<file path="src/rtl/aclk_ctrl_fsm.sv">
// rtl/aclk_ctrl_fsm.sv - alarm clock keypad/button control FSM (Moore)
// Optional key-entry timeout built only when ACLK_CTRL_TIMEOUT_EN is defined.
module aclk_ctrl_fsm #(
    parameter int TIMEOUT_SEC = 10
) (
    input  logic       clk,
    input  logic       reset,
    input  logic       one_second,
    input  logic       alarm_button,
    input  logic       time_button,
    input  logic [3:0] key,
    output logic       show_new_time,
    output logic       show_alarm,
    output logic       shift,
    output logic       load_alarm,
    output logic       load_time,
    output logic       reset_count
);

    typedef enum logic [2:0] {
        SHOW_TIME,
        KEY_STORED,
        KEY_WAITED,
        KEY_ENTRY,
        SHOW_ALARM,
        SET_ALARM_TIME,
        SET_CURRENT_TIME
    } state_t;

    state_t state;
    state_t state_next;
    logic   is_digit;
    logic   timeout;

    assign is_digit = (key <= 4'd9);

`ifdef ACLK_CTRL_TIMEOUT_EN
    localparam logic [7:0] TIMEOUT_VAL = TIMEOUT_SEC[7:0];

    logic [7:0] timeout_cnt;

    // Counts only while waiting for keys; any other state (including
    // KEY_STORED) clears it, so every new digit restarts the timeout.
    always_ff @(posedge clk or posedge reset) begin
        if (reset) begin
            timeout_cnt <= 8'd0;
        end else if (state == KEY_WAITED || state == KEY_ENTRY) begin
            if (one_second && timeout_cnt < TIMEOUT_VAL) begin
                timeout_cnt <= timeout_cnt + 8'd1;
            end
        end else begin
            timeout_cnt <= 8'd0;
        end
    end

    assign timeout = (timeout_cnt == TIMEOUT_VAL);
`else
    logic unused_one_second;

    assign unused_one_second = one_second;
    assign timeout           = 1'b0;
`endif

    always_ff @(posedge clk or posedge reset) begin
        if (reset) begin
            state <= SHOW_TIME;
        end else begin
            state <= state_next;
        end
    end

    always_comb begin
        state_next = state;
        case (state)
            SHOW_TIME: begin
                if (alarm_button) begin
                    state_next = SHOW_ALARM;
                end else if (is_digit) begin
                    state_next = KEY_STORED;
                end
            end
            KEY_STORED: begin
                state_next = KEY_WAITED;
            end
            // A held key keeps us here, so it can never shift twice.
            KEY_WAITED: begin
                if (!is_digit) begin
                    state_next = KEY_ENTRY;
                end else if (timeout) begin
                    state_next = SHOW_TIME;
                end
            end
            KEY_ENTRY: begin
                if (alarm_button) begin
                    state_next = SET_ALARM_TIME;
                end else if (time_button) begin
                    state_next = SET_CURRENT_TIME;
                end else if (is_digit) begin
                    state_next = KEY_STORED;
                end else if (timeout) begin
                    state_next = SHOW_TIME;
                end
            end
            SHOW_ALARM: begin
                if (!alarm_button) begin
                    state_next = SHOW_TIME;
                end
            end
            SET_ALARM_TIME: begin
                state_next = SHOW_TIME;
            end
            SET_CURRENT_TIME: begin
                state_next = SHOW_TIME;
            end
            default: begin
                state_next = SHOW_TIME;
            end
        endcase
    end

    always_comb begin
        show_new_time = 1'b0;
        show_alarm    = 1'b0;
        shift         = 1'b0;
        load_alarm    = 1'b0;
        load_time     = 1'b0;
        reset_count   = 1'b0;
        case (state)
            KEY_STORED: begin
                show_new_time = 1'b1;
                shift         = 1'b1;
            end
            KEY_WAITED,
            KEY_ENTRY: begin
                show_new_time = 1'b1;
            end
            SHOW_ALARM: begin
                show_alarm = 1'b1;
            end
            SET_ALARM_TIME: begin
                load_alarm = 1'b1;
            end
            SET_CURRENT_TIME: begin
                load_time   = 1'b1;
                reset_count = 1'b1;
            end
            default: begin
            end
        endcase
    end

endmodule

</file>
<file path="config.mk">
export PLATFORM = sky130hd
export DESIGN_NAME = aclk_ctrl_fsm
export DESIGN_NICKNAME = d
export VERILOG_FILES = /design/src/rtl/aclk_ctrl_fsm.sv
export SDC_FILE = /design/constraint.sdc
export NUM_CORES = 1
export LEC_CHECK = 0
export CAP_MARGIN = 5
export CORE_AREA = 2 2 39 41
export DETAILED_ROUTE_END_ITERATION = 8
export DIE_AREA = 0 0 41 43
export HOLD_SLACK_MARGIN = 0.08
export SYNTH_ARGS = -nofsm -noshare
export SYNTH_HDL_FRONTEND = slang
export SYNTH_SLANG_ARGS = --single-unit
</file>
<file path="constraint.sdc">
create_clock -name clk -period 1.38 [get_ports clk]
set_clock_uncertainty 0.15 [all_clocks]
set_input_delay 0.276 -clock clk [delete_from_list [all_inputs] [get_ports clk]]
set_output_delay 0.276 -clock clk [all_outputs]
set_load 0.005 [all_outputs]
</file>
==> results.sh <==
export IMPL_num_vias=289
export IMPL_report_final_slew_viol_count=0
export IMPL_ios=15
export IMPL_clk_pin_slew_ns=0.04
export IMPL_cts_buffers=3
export IMPL_rows=14
export IMPL_largestRegisters="state (3)"
export IMPL_ys_seq_area_frac=0.3704
export IMPL_async_flop_share=1.000
export IMPL_r2r_start="state[0]"
export IMPL_r2r_worst_path_cells=4
export IMPL_path_buf_inv=2
export IMPL_min_period_ns=1.549
export IMPL_top_register="state"
export IMPL_synthDistinctLibCells=16
export IMPL_grt_first_pass_wirelength_mm=1.138
export IMPL_overflow=0
export IMPL_yosysWarningCount=0
export IMPL_ys_ff_latch=3
export IMPL_avgSynthCellArea_um2=8.446
export IMPL_worst_ep_required_time_ns=0.95
export IMPL_gp_congestion=0.6658
export IMPL_power_frac_seq=0.168
export IMPL_rsz0062_at_grt="true"
export IMPL_power_density_mw_per_mm2=1971
export IMPL_finalHoldViolCount=0
export IMPL_p_comb_frac=0.686
export IMPL_largest_reg_flops=3
export IMPL_holdWs_ns=0.5070
export IMPL_grt_use_total=0.1006
export IMPL_p_switching_uw=338.7
export IMPL_dr_wl_met2_um=493
export IMPL_synthTopCellsByCount="4 x nand2_1, 4 x nor2_1, 3 x dfrtp_1"
export IMPL_worstSetupPathType="reg -> out"
export IMPL_port_buffers=12
export IMPL_netlist_top_cells_area="dfrtp_1 37%, nand2_1 7.4%, nor2_1 7.4%"
export IMPL_arrival_ns=1.12
export IMPL_maxSlewHeadroom=0.8366
export IMPL_min_path_type="reg -> reg"
export IMPL_fillers=142
export IMPL_setup_viol=7
export IMPL_path_cells="nor2_2 > buf_4 > and2_4 > buf_6"
export IMPL_syn_inst=24
export IMPL_cts_sinks=3
export IMPL_top_layer_used="met3"
export IMPL_ant_nets=0
export IMPL_period_share=1.123
export IMPL_viasPerCell=4.070
export IMPL_cp_depth=4
export IMPL_start_kind="flop"
export IMPL_wl_per_cell_um=10.54
export IMPL_finalSetupTns_ns=-0.7741
export IMPL_switching_share=0.3271
export IMPL_postRouteWirelength_um=748
export IMPL_cts_tree="yes"
export IMPL_finalNetCount=65
export IMPL_synth_cell_area_um2=202.7
export IMPL_core_mm2=0.001384
export IMPL_p_int_uw=696.9
export IMPL_cp_end_kind="output pin"
export IMPL_worst_slew_pin_slew_ns=0.2450
export IMPL_outcome="finished with violations"
export IMPL_die_h_um=43
export IMPL_start_util=0.1465
export IMPL_cts_max_path_buffers=2
export IMPL_wl_met1_um=236
export IMPL_n_antenna_cell=0
export IMPL_power_leakage_uw=0.0002464
export IMPL_vdd_drop_max_mv=0.4227
export IMPL_insertion_delay_ns=0.23
export IMPL_clockPowerShare=0.146
export IMPL_path_delay_family="flip-flops"
export IMPL_setup_ws_ns=-0.1691
export IMPL_root_buffer="clkbuf_4"
export IMPL_grt_max_degree=6
export IMPL_critPathMaxStageDelay_ns=0.41
export IMPL_fmax_mhz=645.5
export IMPL_dp_hpwl_um=399.5
export IMPL_drc=0
export IMPL_drive_gt1_frac=0.6364
export IMPL_slowest_stage="dfrtp_1"
export IMPL_wl_met3_um=18
export IMPL_hold_start="state[2]"
export IMPL_startpoint="state[0]"
export IMPL_htree_levels=1
export IMPL_synth_top_area_share=0.3704
export IMPL_drt_iter0_drc=4
export IMPL_maxCapViolCount=0
export IMPL_violations="setup timing"
export IMPL_whs_path_depth=3
export IMPL_grt_pass1_vias=301
export IMPL_syn_num_nets=33
export IMPL_synth_edff_count=0
export IMPL_antenna_found_initial=0
export IMPL_synth_top_cell_by_area="dfrtp_1"
export IMPL_fp_dieArea_mm2=0.001763
export IMPL_worst_path_max_fanout=4
export IMPL_synth_flop_cell="dfrtp_1"
export IMPL_firstDrtPassIters=4
export IMPL_die_w_um=41
export IMPL_syn_to_final_growth_pct=159.3
==> cell families after synthesis <==
| group | Yosys count | share of synthesized area |
|---|---|---|
| AOI/OAI and AO/OA | 5 | 0.1914 |
| buffers and inverters | 3 | 0.1111 |
| and+or+nand+nor | 13 | 0.3271 |
| DFF | 3 | 0.3704 |
==> worst register-to-register path, stage by stage, from the launching register on <==
cell and delay [ns]:
dfrtp_1 0.41, buf_6 0.14, buf_6 0.11, or4_4 0.52, a21oi_2 0.12
==> through the flow <==
stage / total power (µW) / instance area [µm²] / cells / setup WS [ns] / utilization
after floorplan: 324.0 / 202.7 / 24 / 0.06010 / -
after CTS: 890.7 / 478.0 / 69 / -0.1538 / 0.3454
final: 1036 / 525.5 / 71 / -0.1691 / 0.3797
after global routing: 1105 / 525.5 / 71 / -0.2174 / 0.3797
after global placement: 504.4 / 361.6 / 55 / -0.2556 / 0.2613
after detailed placement: 504.0 / 361.6 / 55 / -0.2708 / 0.2613
==> worst paths after layout <==
check / slack, ns / to
worst max-delay path: -0.17 / show_alarm
worst min-delay path: 0.51 / state[1]
worst max register to register: -0.14 / state[0]
worst min register to register: 0.51 / state[1]
max in group asynchronous: 0.32 / state[1]
min in group asynchronous: 0.62 / state[0]
==> layout by cell type (no fill, tap or decap) <==
cell type	Yosys	layout
buf_6	1	9
buf_4	1	9
clkdlybuf4s50_1	0	6
buf_2	0	4
nand2_1	4	3
clkbuf_4	0	3
nor2_1	4	2
dfrtp_2	0	2
o21a_1	1	1
or4_4	0	1
o221ai_1	1	1
a21oi_2	0	1
nand3_1	1	1
nor2_2	0	1
nor2_4	0	1
o311a_1	1	1
nor3b_4	0	1
and2_4	0	1
nand2_2	0	1
and3b_2	1	1
inv_1	1	1
o31ai_1	1	1
clkbuf_1	0	1
dlygate4sd3_1	0	1
dfrtp_1	3	1
==> layer usage <==
metal | GRT usage | vias to the layer above
li1 | - | 147
met1 | 0.09385 | 138
met2 | 0.1750 | 4
met3 | 0.03141 | 0
met4 | 0.06000 | 0
met5 | 0 | -
==> power by group through the flow <==
| stage | Sequential (µW) | Clock, µW | Combinational (µW) |
|---|---|---|---|
| 2_1_floorplan | 160 | 0 | 164 |
| 3_3_place_gp | 169 | 0 | 336 |
| 3_5_place_dp | 169 | 0 | 335 |
| 4_1_cts | 165 | 161 | 565 |
| 5_1_grt | 179 | 173 | 754 |
| 6_report | 174 | 151 | 711 |
==> timing repair <==
item / 4_1_cts / 5_1_grt
gates resized for setup: 36 / 8
setup buffers: 9 / 2
hold endpoints to repair: 3 / 0
cloned: 0 / 0
endpoints found under the setup margin: 7 / 8
pin swaps: 5 / 4
hold buffers: 1 / 0
==> area by class of cell <==
type	instances	area (µm²)	area share
multi-input cells	18	138.9	0.2643
flip-flops and latches	3	77.57	0.1476
clock buffers	4	26.28	0.05000
well taps	16	20.02	0.03810
repair buffers	29	259.0	0.4929
inverters	1	3.754	0.007143
Note: power is estimated with default switching activity, not from simulation.
==> RTL edit 1: new RTL, config.mk and constraints unchanged <==
Build with the macro `ACLK_CTRL_TIMEOUT_EN` defined.
--- a/src/rtl/aclk_ctrl_fsm.sv
+++ b/src/rtl/aclk_ctrl_fsm.sv
@@ -1,5 +1,7 @@
 // rtl/aclk_ctrl_fsm.sv - alarm clock keypad/button control FSM (Moore)
 // Optional key-entry timeout built only when ACLK_CTRL_TIMEOUT_EN is defined.
+`define ACLK_CTRL_TIMEOUT_EN
+
 module aclk_ctrl_fsm #(
     parameter int TIMEOUT_SEC = 10
 ) (
Function: same outputs for any inputs over 10 cycles, from zero or initial values and one cycle with reset high; that may be too few to reach the edited logic, so the function may still have changed.
==> RTL edit 1 against the original RTL <==
  * The run still ends with negative setup slack left
  * Core utilization increased by 40 points
  * Power is 94% higher
  * Clock power rose by 42%
  * Sequential cell count grew 8
  * Synthesized area grew to 3.1 times the old value
  * Setup slack got worse by 0.059 ns
  * Wire length grew 110%
  * Design area grew 110%
==> RTL edit 1: results (changes against the original RTL) <==
Worst setup endpoint load_alarm (was show_alarm); status complete, but fails checks (unchanged); leading post-synthesis cells by cell area dfrtp_1 44%, ha_1 4.0%, nor3b_1 3.6%, nor4_4 3.4%, and2_1 3.0% (was dfrtp_1 37%, nand2_1 7.4%, nor2_1 7.4%, buf_6 5.6%, and3b_2 4.9%); setup bufs post-CTS 5 (was 9); share of cells above drive strength 1 56.4% (was 63.6%); crit path from state[2] (was state[0]); Reg-to-Reg Start timeout_cnt[7] (was state[0]); final weighted congestion in routability-driven placement 0.698 (was 0.666); largest net degree at the start of global routing 12 (was 6); FF-to-FF path depth 4 (unchanged); VDD IR max 1200 uV (was 423 uV); WL final 1.59 mm (was 748 um); CTS H-tree depth 1 (unchanged); biggest regs timeout_cnt (8), state (3) (was state (3)); Yosys warnings 0 (unchanged); fin nets 113 (was 65); worst hold margin 0.160 ns (was 0.507 ns); GRT Resource Usage Total 20.5% (was 10.1%); final worst slack -0.228 ns (was -0.169 ns); reg2reg end state[0] (unchanged); hpwl dp 930 um (was 400 um); Rel. slew slack 70.6% (was 83.7%); Initial DRT Pass Iterations 4 (unchanged); setup violators final 16 (was 7); Worst Path Arrival 1.18 ns (was 1.12 ns); sequential area share after synthesis 44.4% (was 37.0%); Clk Latency, worst-skew pair 0.26 ns (was 0.23 ns); fillers 97 (was 142); Synth Net Count 74 (was 33); Yosys cell types 30 (was 16); failing checks negative setup slack (unchanged); first-pass GRT wire length 2.45 mm (was 1.14 mm); Area after DPL 852 sq um (was 362 sq um); First DRT Iteration DRCs 3 (was 4); min-delay worst type in -> async (was reg -> reg); vias in the first global route 605 (was 301); leading cell types by count after synthesis 11 x dfrtp_1, 5 x nor2_1 (was 4 x nand2_1, 4 x nor2_1, 3 x dfrtp_1); number of buffers added on ports 13 (was 12); CTS resizes 39 (was 36); CTS buffer count 3 (unchanged); Int Power 0.00132 W (was 0.000697 W); CTS clk-pin slew, worst paths 0.07 ns (was 0.04 ns); Pleak 0.524 nW (was 0.246 nW); Vias/cell 5.07 (was 4.07); reg-to-reg slack, setup -0.15 ns; crit-path max FO 3 (was 4)
-- RTL edit 1: critical path, stage by stage, from the launching register on --
cell and delay, ns:
dfrtp_2 0.42, buf_6 0.12, buf_6 0.11, and3_4 0.16
buf_6 0.11
-- RTL edit 1: per-stage QoR --
stage	setup WS (ns)	instances	TNS, ns	power, W
floorplan	-0.00677	63	-0.00677	0.000842
global placement	-0.264	102	-3.03	0.00127
detailed placement	-0.276	102	-3.12	0.00127
CTS	-0.224	111	-2.08	0.00169
global route	-0.267	117	-3.10	0.00216
finish	-0.228	117	-2.25	0.00201
-- RTL edit 1: power by group through the flow --
stage          logic [W]  clock network (W)  registers [W]
6_report         0.00133           0.000214       0.000468
5_1_grt          0.00144           0.000236       0.000478
4_1_cts          0.00101           0.000226       0.000453
3_5_place_dp    0.000811                  0       0.000457
3_3_place_gp    0.000810                  0       0.000456
2_1_floorplan   0.000428                  0       0.000414
-- RTL edit 1: per-layer routing --
| layer | global-route usage, % | routed length, um |
|---|---|---|
| met5 | 0 | 0 |
| met4 | 12.7 | 12 |
| met2 | 32.8 | 836 |
| met1 | 24.7 | 679 |
| met3 | 2.09 | 65 |
-- RTL edit 1: cell families after synthesis --
logic type,after synthesis,synth area share [%]
AO/OA/AOI/OAI,13,14.1
XOR/XNOR,2,2.83
adder cells (fa/ha/maj),2,4.04
multiplexers,1,1.62
AND/OR/NAND/NOR,26,26.3
flip-flops,11,44.4
buffers and inverters,8,6.67
-- RTL edit 1: cell type report --
cell class | count | area (sq um) | share of cell area [%]
clock buffer | 4 | 26.3 | 2.43
inverter | 3 | 11.3 | 1.04
multi-input combinational | 44 | 400 | 37.0
sequential | 11 | 278 | 25.7
tap | 16 | 20.0 | 1.85
timing repair buffer | 39 | 347 | 32.0
==> RTL edit 2: new RTL, same settings <==
Made on the original files. Re-encode `state_t` (7 states) as one-hot, 7 bits wide.
--- a/src/rtl/aclk_ctrl_fsm.sv
+++ b/src/rtl/aclk_ctrl_fsm.sv
@@ -17,14 +17,14 @@
     output logic       reset_count
 );
 
-    typedef enum logic [2:0] {
-        SHOW_TIME,
-        KEY_STORED,
-        KEY_WAITED,
-        KEY_ENTRY,
-        SHOW_ALARM,
-        SET_ALARM_TIME,
-        SET_CURRENT_TIME
+    typedef enum logic [6:0] {
+        SHOW_TIME        = 7'b0000001,
+        KEY_STORED       = 7'b0000010,
+        KEY_WAITED       = 7'b0000100,
+        KEY_ENTRY        = 7'b0001000,
+        SHOW_ALARM       = 7'b0010000,
+        SET_ALARM_TIME   = 7'b0100000,
+        SET_CURRENT_TIME = 7'b1000000
     } state_t;
 
     state_t state;
Behaviour: no difference found for any inputs over 10 cycles, from zero or initial values and one cycle with reset high; not proved beyond that.
==> RTL edit 2 against the original RTL <==
  * The run still ends with negative setup slack left
  * Wire length is 120% higher
  * Cell count is 54% higher
  * Worst hold slack worse by 0.42 ns
  * Power is 63% higher
  * Design area is 86% higher
  * Global-route usage is 12 points higher
  * Synthesized area grew to 2.6 times the old value
  * Critical path depth stayed put
  * First-iteration DRC count is 25% lower
  * Register-to-register slack worse by 0.13 ns
  * Setup slack worse by 0.35 ns
  * Sequential cell count is 4 higher
  * Largest cell class is now multi-input gates
==> RTL edit 2: results (changes against the original RTL) <==
crit-path max cell delay 0.41 ns (about the same); CTS H-tree depth 1 (unchanged); Initial DRT Pass Iterations 4 (unchanged); FF-to-FF path depth 6 (was 4); reg2reg end state[0] (unchanged); first-pass GRT wire length 2.56 mm (was 1.14 mm); reg-to-reg slack, setup -0.27 ns (was -0.14 ns); VDD IR max 951 uV (was 423 uV); Post-Syn Instances 56 (was 24); fillers 108 (was 142); # clk buffers 3 (was 4); antenna violations before repair 0 (unchanged); sequential area share after synthesis 33.3% (was 37.0%); area of the multi-input gates 423 sq um (was 139 sq um); Pleak 0.436 nW (was 0.246 nW); WL final 1.67 mm (was 748 um); FF/Latch Area 179 sq um (was 77.6 sq um); Clk Tree Root Cell clkbuf_4 (unchanged); Worst Path Arrival 1.47 ns (was 1.12 ns); GRT Resource Usage Total 22.1% (was 10.1%); final worst slack -0.516 ns (was -0.169 ns); Synth Net Count 65 (was 33); number of buffers added on ports 12 (unchanged); asr flop ratio synth 100% (unchanged); final weighted congestion in routability-driven placement 0.770 (was 0.666); Placed Cells incl. Taps 98 (was 55); min-delay worst type in -> async (was reg -> reg); status complete, but fails checks (unchanged); Worst setup endpoint reset_count (was show_alarm); clk tree area frac 2.81% (was 5.00%); CTS clk-pin slew, worst paths 0.06 ns (was 0.04 ns); largest net degree at the start of global routing 12 (was 6); leading post-synthesis cells by cell area dfrtp_1 28%, dfstp_2 5.0%, and4_1 5.0%, xor2_1 5.0%, and4bb_2 4.7% (was dfrtp_1 37%, nand2_1 7.4%, nor2_1 7.4%, buf_6 5.6%, and3b_2 4.9%); vias 599 (was 289); critical path's slowest cell dfrtp_1 (unchanged); Yosys cell types 31 (was 16); vias in the first global route 594 (was 301); multi-input gate count 42 (was 18); family with the most delay on the worst path simple AND/OR/NAND/NOR gates (was flip-flops); setup violators final 12 (was 7); ANT cells 0 (unchanged); Clk Latency, worst-skew pair 0.27 ns (was 0.23 ns); clock sink count 7 (was 3); failing checks negative setup slack (unchanged); leading cell types by count after synthesis 6 x dfrtp_1, 5 x nor2_1, 5 x nor3_1 (was 4 x nand2_1, 4 x nor2_1, 3 x dfrtp_1); hpwl dp 1.09 mm (was 400 um); Sum Neg Setup Slack -3.58 ns (was -0.774 ns); crit path from state[1] (was state[0]); biggest regs state (7) (was state (3)); Non-clock buffer share 33.0% (was 49.3%); share of cells above drive strength 1 61.3% (was 63.6%); Reg-to-Reg Start state[0] (unchanged); Vias/cell 5.50 (was 4.07); First DRT Iteration DRCs 3 (was 4); fin nets 103 (was 65); inverters 2 (was 1); Rel. slew slack 79.5% (was 83.7%); nonclk buf count 38 (was 29); crit-path max FO 2 (was 4)
## RTL edit 2: how the worst min path moves through the flow
stage / start / to / slack [ns] / cells after the start
after floorplan: reset / state[1] / -0.07 / 1
after global placement: reset / state[5] / 0.37 / 2
after detailed placement: reset / state[5] / 0.38 / 2
after CTS: reset / state[4] / 0.09 / 2
after global routing: reset / state[4] / 0.11 / 2
final: reset / state[4] / 0.09 / 2
## RTL edit 2: cell families after synthesis
| kind of cell | count (synthesis) | share of synthesized area, % |
|---|---|---|
| buffers and inverters | 7 | 8.75 |
| AND/OR/NAND/NOR | 27 | 36.2 |
| XOR/XNOR | 3 | 4.97 |
| flip-flops | 7 | 33.3 |
| AO/OA/AOI/OAI | 11 | 14.7 |
| multiplexers | 1 | 2.13 |
## RTL edit 2: through the flow
| stage | area, sq um | worst slack (ns) | total power [W] |
|---|---|---|---|
| after floorplan | 562 | -0.195 | 0.000762 |
| after global placement | 792 | -0.503 | 0.00105 |
| after CTS | 906 | -0.514 | 0.00148 |
| after global routing | 980 | -0.577 | 0.00178 |
| after detailed placement | 792 | -0.548 | 0.00107 |
| final | 980 | -0.516 | 0.00169 |
## RTL edit 2: per-layer routing
| metal | GRT usage [%] | vias to the layer above | wire, um |
|---|---|---|---|
| li1 | - | 287 | - |
| met1 | 26.7 | 291 | 662 |
| met2 | 34.4 | 15 | 896 |
| met3 | 4.71 | 6 | 38 |
| met4 | 12.7 | 0 | 69 |
| met5 | 0 | - | 0 |
## RTL edit 2: repair_timing
item	in CTS	in global routing
setup endpoints to repair	12	13
pin swaps	16	10
buffers inserted	9	2
gates resized for setup	43	12
## RTL edit 2: report_power, final
part / switching, W / internal, W / total (W)
combinational: 0.000512 / 0.000654 / 0.00117
clock: 0.0000921 / 0.000107 / 0.000199
sequential: 0.0000601 / 0.000262 / 0.000322
